File: config.mk
export PLATFORM = sky130hd
export DESIGN_NAME = cache_trace_driver
export DESIGN_NICKNAME = d
export VERILOG_FILES = /design/src/rtl/cache_trace_driver.sv
export SDC_FILE = /design/constraint.sdc
export NUM_CORES = 1
export LEC_CHECK = 0
export CAP_MARGIN = 20
export CORE_ASPECT_RATIO = 0.8
export CORE_MARGIN = 3
export CORE_UTILIZATION = 30
export CTS_CLUSTER_SIZE = 12
export DETAILED_ROUTE_END_ITERATION = 10
export GPL_TIMING_DRIVEN = 0
export SLEW_MARGIN = 20
export SYNTH_ARGS = -nofsm -noshare
export SYNTH_HDL_FRONTEND = slang
export SYNTH_SLANG_ARGS = --single-unit
File: constraint.sdc
create_clock -name clk -period 5 [get_ports clk]
set_input_delay 1 -clock clk [delete_from_list [all_inputs] [get_ports clk]]
set_output_delay 1 -clock clk [all_outputs]
set_load 0.02 [all_outputs]
File: src/rtl/cache_trace_driver.sv
// cache_trace_driver: buffers host addresses in a FIFO and issues them one at a
// time to the cache simulator (trace_ready strobe, wait for updated or timeout).
// Optional stride generator enabled by defining TRACE_STRIDE_GEN_EN.
module cache_trace_driver #(
    parameter int unsigned FIFO_DEPTH = 16,
    parameter int unsigned TIMEOUT    = 1023,
    parameter int unsigned CNT_W      = 20
) (
    input  logic             clk,
    input  logic             reset,
    input  logic             enable,
    input  logic             wr_valid,
    input  logic [31:0]      wr_addr,
    output logic             wr_ready,
    output logic             trace_ready,
    output logic [31:0]      mem_addr,
    input  logic             updated,
    output logic             busy,
    output logic             fifo_empty,
    output logic             fifo_full,
    output logic [CNT_W-1:0] issued_count,
    output logic [CNT_W-1:0] done_count,
    output logic             err_timeout
`ifdef TRACE_STRIDE_GEN_EN
    ,
    input  logic             gen_start,
    input  logic [31:0]      gen_base,
    input  logic [31:0]      gen_stride,
    input  logic [15:0]      gen_len,
    output logic             gen_busy
`endif
);

    localparam int unsigned PTR_W = $clog2(FIFO_DEPTH);
    localparam int unsigned OCC_W = PTR_W + 1;
    localparam int unsigned TMR_W = $clog2(TIMEOUT + 1);

    typedef enum logic [1:0] {
        IDLE  = 2'd0,
        ISSUE = 2'd1,
        WAIT  = 2'd2
    } state_t;

    state_t             state_q, state_d;
    logic [31:0]        fifo_q [FIFO_DEPTH];
    logic [PTR_W-1:0]   wr_ptr_q, rd_ptr_q;
    logic [OCC_W-1:0]   occ_q;
    logic [TMR_W-1:0]   timer_q, timer_d;
    logic [31:0]        mem_addr_q, mem_addr_d;
    logic [CNT_W-1:0]   issued_q, issued_d, done_q, done_d;
    logic               err_q, err_d;
    logic               push, pop, push_host;
    logic [31:0]        push_data;

    assign fifo_empty   = (occ_q == '0);
    assign fifo_full    = (occ_q == OCC_W'(FIFO_DEPTH));
    assign wr_ready     = !fifo_full;
    assign push_host    = wr_valid && !fifo_full;
    assign trace_ready  = (state_q == ISSUE);
    assign busy         = (state_q != IDLE);
    assign mem_addr     = mem_addr_q;
    assign issued_count = issued_q;
    assign done_count   = done_q;
    assign err_timeout  = err_q;

`ifdef TRACE_STRIDE_GEN_EN
    logic        gen_busy_q;
    logic [31:0] gen_addr_q, gen_stride_q;
    logic [15:0] gen_left_q;
    logic        push_gen;

    assign gen_busy = gen_busy_q;
    // Generator only uses cycles the host leaves free.
    assign push_gen = gen_busy_q && !wr_valid && !fifo_full;

    // Stride generator: load on start, step address on each accepted push.
    always_ff @(posedge clk or posedge reset) begin
        if (reset) begin
            gen_busy_q   <= 1'b0;
            gen_addr_q   <= '0;
            gen_stride_q <= '0;
            gen_left_q   <= '0;
        end else if (!gen_busy_q) begin
            if (gen_start && gen_len != 16'd0) begin
                gen_busy_q   <= 1'b1;
                gen_addr_q   <= gen_base;
                gen_stride_q <= gen_stride;
                gen_left_q   <= gen_len;
            end
        end else if (push_gen) begin
            gen_addr_q <= gen_addr_q + gen_stride_q;
            gen_left_q <= gen_left_q - 16'd1;
            if (gen_left_q == 16'd1) begin
                gen_busy_q <= 1'b0;
            end
        end
    end

    assign push      = push_host || push_gen;
    assign push_data = push_host ? wr_addr : gen_addr_q;
`else
    assign push      = push_host;
    assign push_data = wr_addr;
`endif

    // FIFO storage; contents need no reset since occupancy gates reads.
    always_ff @(posedge clk) begin
        if (push) begin
            fifo_q[wr_ptr_q] <= push_data;
        end
    end

    // FIFO pointers and registered occupancy.
    always_ff @(posedge clk or posedge reset) begin
        if (reset) begin
            wr_ptr_q <= '0;
            rd_ptr_q <= '0;
            occ_q    <= '0;
        end else begin
            if (push) wr_ptr_q <= wr_ptr_q + 1'b1;
            if (pop)  rd_ptr_q <= rd_ptr_q + 1'b1;
            case ({push, pop})
                2'b10:   occ_q <= occ_q + 1'b1;
                2'b01:   occ_q <= occ_q - 1'b1;
                default: occ_q <= occ_q;
            endcase
        end
    end

    // Issue FSM state, address, timer, counters and sticky error.
    always_ff @(posedge clk or posedge reset) begin
        if (reset) begin
            state_q    <= IDLE;
            timer_q    <= '0;
            mem_addr_q <= '0;
            issued_q   <= '0;
            done_q     <= '0;
            err_q      <= 1'b0;
        end else begin
            state_q    <= state_d;
            timer_q    <= timer_d;
            mem_addr_q <= mem_addr_d;
            issued_q   <= issued_d;
            done_q     <= done_d;
            err_q      <= err_d;
        end
    end

    // Next-state logic. The head is popped and latched on entry to ISSUE so
    // mem_addr is already valid during the trace_ready strobe cycle.
    always_comb begin
        state_d    = state_q;
        timer_d    = timer_q;
        mem_addr_d = mem_addr_q;
        issued_d   = issued_q;
        done_d     = done_q;
        err_d      = err_q;
        pop        = 1'b0;
        case (state_q)
            IDLE: begin
                if (enable && !fifo_empty) begin
                    pop        = 1'b1;
                    mem_addr_d = fifo_q[rd_ptr_q];
                    state_d    = ISSUE;
                end
            end
            ISSUE: begin
                if (issued_q != '1) issued_d = issued_q + 1'b1;
                timer_d = '0;
                state_d = WAIT;
            end
            WAIT: begin
                if (updated) begin
                    if (done_q != '1) done_d = done_q + 1'b1;
                    state_d = IDLE;
                end else if (timer_q == TMR_W'(TIMEOUT - 1)) begin
                    err_d   = 1'b1;
                    state_d = IDLE;
                end else begin
                    timer_d = timer_q + 1'b1;
                end
            end
            default: state_d = IDLE;
        endcase
    end

endmodule
-- Word level (Yosys, flattened, before mapping)
Memory sizes are Yosys's and may differ from the RTL's. A register that Yosys moved wholly into a read port is not among the register bits.
Index checks and enable logic that the tools add are counted.
- bits in writable memories: 512
- register bits after elaboration: 66
- output and inout bits: 78
- bits of input ports: 37
- word-level logic and storage cells: 56
- memories: 1
- mux-type cells: 12
- bitwise operators: 1
- add/subtract/negate cells: 7
- reduce and logical (&&, ||, !) cells: 15
- equal/unequal tests: 12
- memory list (memory ; depth ; bits a word ; rd ports ; clocked after Yosys merged registers in ; write ports ; line ; RTL):
    fifo_q ; 16 ; 32 ; 1 ; 1 ; 1 ; 45 ; logic [31:0] fifo_q [FIFO_DEPTH];
- operators by type and width (kind ; count):
    $add 20x1->20 const B ; 2
    $ne 20x20->1 const B ; 2
    $mux 10 ; 2
    $pmux 10 s2 ; 1
    $add 10x1->10 const B ; 1
    $eq 10x10->1 const B ; 1
    $pmux 5 s2 ; 1
    $reduce_and 3->1 ; 3
    $add 4x1->4 const B ; 2
    $mux 2 ; 3
    $ne 2x2->1 const B ; 3
    $pmux 2 s3 ; 1
    $reduce_and 2->1 ; 3
    $reduce_bool 2->1 ; 3
    $add 5x1->5 const B ; 1
    $eq 5x5->1 const B ; 1
    $logic_not 5->1 ; 1
    $sub 5x1->5 const B ; 1
    $eq 2x1->1 const B ; 2
    $eq 2x2->1 const B ; 2
    $mux 1 ; 4
    $ne 3x3->1 const B ; 1
    $logic_and 1x1->1 ; 2
    $logic_not 1->1 ; 2
    other kinds (2) ; 2

-- Longest topological paths before layout
- depth after elaboration: 7
- gate-level depth with buffers: 13
- depth with buffers taken out: 12

-- Least setup slack after synthesis
OpenSTA, ideal clock, no wires.
- path type: input to register
- start point: input wr_valid
- end point: memory fifo_q[3][0], enable pin
- cell stages on the path: 4
- path buffers: 1
- data required time: 4.539 ns
- arrival: 3.614 ns
- library setup time: 0.461 ns
- setup slack: 0.925 ns
- cell sequence: and2_1 > buf_2 > nand2_1 > nor3_1
- longest elaborated chain between the ends: 3
- RTL lines (element ; line ; RTL):
    start: declaration ; 12 ; input logic wr_valid,
    $logic_and 1x1->1 ; 58 ; assign push_host = wr_valid && !fifo_full;
    $mux 1 ; 108 ; if (push) begin
    $mux 1 (not written as such) ; 109 ; fifo_q[wr_ptr_q] <= push_data;
    end: declaration ; 45 ;
Every way passes these cells.

-- Final worst setup path
- start point: input enable
- end point: register occ_q[4]
- longest elaborated chain between the ends: 5
- elaborated cells on any way between the ends: 7
- those cells by class: eq/ne (2); mux (3); reduce/logical (2)
- RTL lines (element ; line ; RTL):
    start: declaration ; 11 ; input logic enable,
    $logic_and 1x1->1 (*) ; 161 ; if (enable && !fifo_empty) begin
    $mux 1 (*) ; 161 ;
    $mux 1 (*) ; 159 ; case (state_q)
    net pop ; 52 ; logic push, pop, push_host;
    $eq 2x1->1 or $eq 2x2->1 (tied branches) ; 122 ; case ({push, pop})
    $pmux 5 s2 or $reduce_bool 2->1 (tied branches) ; - ;
    end signal: assignment ; 123 ; 2'b10: occ_q <= occ_q + 1'b1;
    end signal: assignment ; 124 ; 2'b01: occ_q <= occ_q - 1'b1;
    end signal: assignment ; 125 ; default: occ_q <= occ_q;
    end: declaration ; 47 ; logic [OCC_W-1:0] occ_q;
Mark *: on every way through the listed nets, which the timed path passes. The rest lies on a longest branch.
A chain may end at the register's enable or synchronous reset.

==> out/metrics.cfg <==
[global_routing]
grt_pass1_wl_um = 83200
grt_max_degree = 61
grtUsageTotal = 0.133
antenna_found_initial = 2
grt_pass1_vias = 12500
overflow = 0

[place]
place_congestion = 0.762
post-place-cells = 2378
dp_hpwl_um = 37400
io_buffer_count = 114

[setup_path]
cp-start-kind = primary input
worstSetupEndpointType = flop
cp.arrival_ps = 4310
r2r_cells = 13
r2r-start = state_q[0]$_DFFE_PP0P_
critPathLaunch = enable
path_max_fanout = 10
critPathRequiredTime_ps = 5460
crit_type = primary input to flop

[worst_hold_path]
worstHoldStart = err_timeout$_DFFE_PP0P_
min_path_cells = 2
hold_class = flop to flop

[sta]
fmax_mhz = 260
fin_crit_ps = 3850
slew_headroom = 0.337
fin_skew_ps = 44.4
rsz0062_at_grt = false
hold_ws_ps = 474
setup_viol = 0
period_share = 0.770
worst_pin_slew_ps = 995
drv_slew = 0
finalHoldViolations = 0

[clock_tree]
htreeDepth = 2
worstSkewPairLatency_ps = 620
clk_pin_slew_ps = 60
hold_buffers = 0
cts_tree = done
cts_sinks = 610
cts_resized = 0
clk_path_buf_depth = 3
cts_buffers = 58
cts_setup_buffers = 0
cts-root-buf = clkbuf_16

[synth]
synth_top_cell_by_area = edfxtp_1
ys_types = 57
ys_ff_latch = 610
yosysSeqAreaShare = 0.737
avgSynthCellArea_sq_um = 20.2
synth_top_area_share = 0.636
synthCells = 1194
netlist_top_cells_area = edfxtp_1 (64%), dfrtp_1 (10%), mux4_2 (10%)
syn-cell-area_sq_um = 24200
ys_warn_count = 0
syn_nets = 1249

[drt]
drt_wl_total_um = 55600
first_pass_iters = 5
num_vias = 12200
drc = 0
wire_per_inst_um = 22.4
routed_via_density = 4.93
dr.first_iter.drc_count = 1033
ant_nets = 0

[floorplan]
chipWidth_um = 323
row_count = 92
core_area_sq_um = 79300
dieHeight_um = 260
start_util = 0.305
ioPinCount = 115
die_area_sq_um = 84100

[power_and_ir_drop]
max-vdd-ir-drop_uv = 278
powerDensity_nw_per_um2 = 539
p_leak_nw = 9.54

[layout]
final_common_cell = edfxtp_1
num_antenna_cells = 0
drive_gt1_frac = 0.235
mostFrequentLayoutCells = edfxtp_1 (512), clkdlybuf4s50_1 (114), mux4_2 (107)
nets = 1459
instances_no_fill = 2483
area_growth_pct = 19.9

[run_status]
status = finished clean

[job]
maxCapViolCount = 0

[metrics by stage]
| stage | power, mW | TNS (ps) | area [sq um] | utilization | setup slack (ps) |
|---|---|---|---|---|---|
| after floorplan | 9.86 | 0 | 24200 | - | 925 |
| after CTS | 15.8 | 0 | 29000 | 0.366 | 1150 |
| after global placement | 11.5 | -537900 | 26600 | 0.336 | -2550 |
| final | 15.6 | 0 | 29000 | 0.366 | 1150 |
| after detailed placement | 11.7 | 0 | 27300 | 0.344 | 529 |
| after global routing | 16.4 | 0 | 29000 | 0.366 | 930 |
[registers in the layout, summed over array words and instances, names as in the netlist, 2 cells and up]
signal / cells
timer_q: 10
done_count: 20
wr_ptr_q: 4
fifo_q: 512
state_q: 2
rd_ptr_q: 4
issued_count: 20
mem_addr: 32
occ_q: 5
[logic make-up (layout without fill, tap and decap cells)]
family / count (synthesis) / after routing / synth area share
compound gates: 129 / 129 / 0.0405
xor+xnor: 48 / 48 / 0.0174
fa+ha+maj: 18 / 18 / 0.00963
buf+inv: 80 / 335 / 0.0197
flops: 610 / 610 / 0.737
mux: 166 / 166 / 0.142
simple gates: 143 / 143 / 0.0333
[worst max-delay path, cell delays in order]
cell and delay (ps):
clkdlybuf4s50_1 460, inv_1 70, a211oi_4 480, clkbuf_1 580, ha_1 370, inv_1 110
fa_1 410, nor2b_1 130, o21ai_0 130, nand3_1 100, or3b_1 360, xnor2_1 130
[per-layer routing]
metal | wire, um | global-route usage
met3 | 3730 | 0.0307
met4 | 780 | 0.0218
met2 | 25000 | 0.202
met1 | 26000 | 0.197
met5 | 25 | 0
[worst paths after layout]
path | endpoint | slack [ps]
worst max register to register | occ_q[4]$_DFFE_PP0P_ | 1290
worst min register to register | err_timeout$_DFFE_PP0P_ | 470
min in group asynchronous | done_count[19]$_DFFE_PP0P_ | 790
worst max-delay path | occ_q[4]$_DFFE_PP0P_ | 1150
max in group asynchronous | mem_addr[18]$_DFFE_PP0P_ | 3500
worst min-delay path | err_timeout$_DFFE_PP0P_ | 470
[power breakdown]
group | internal, mW | total, mW | switching [mW]
combinational | 2.35 | 5.07 | 2.72
clock | 2.22 | 4.06 | 1.84
sequential | 6.18 | 6.49 | 0.305
[Yosys cell counts (all sizes together)]
| master | instances |
|---|---|
| xor2 | 20 |
| and4 | 4 |
| xnor2 | 28 |
| o41ai | 2 |
| o22a | 1 |
| o31ai | 2 |
| o21ai | 13 |
| ha | 17 |
| nor2b | 2 |
| o21ba | 1 |
| and2 | 3 |
| a311oi | 2 |
| or2 | 5 |
| dfrtp | 98 |
| nand4 | 15 |
| o22ai | 64 |
| a31oi | 2 |
| nand3 | 18 |
| and3 | 5 |
| a21oi | 37 |
| edfxtp | 512 |
| a41o | 1 |
| nand2b | 5 |
| a21boi | 1 |
| nor2 | 28 |
| buf | 40 |
| or3b | 1 |
| a21o | 1 |
| a211oi | 2 |
| mux4 | 128 |
| mux2 | 37 |
| clkbuf | 18 |
| nand2 | 29 |
| nor3 | 20 |
| inv | 22 |
| or3 | 1 |
| mux2i | 1 |
| nor4 | 7 |
| fa | 1 |
[final cells by class]
class | instances | area (sq um)
Buffer | 58 | 394
Clock buffer | 96 | 1640
Clock inverter | 9 | 76.3
Fill cell | 7265 | 50300
Inverter | 22 | 87.6
Multi-Input combinational cell | 504 | 5980
Sequential cell | 610 | 17800
Tap cell | 1034 | 1290
Timing Repair Buffer | 150 | 1700
Power figures use the tool's default switching activity.
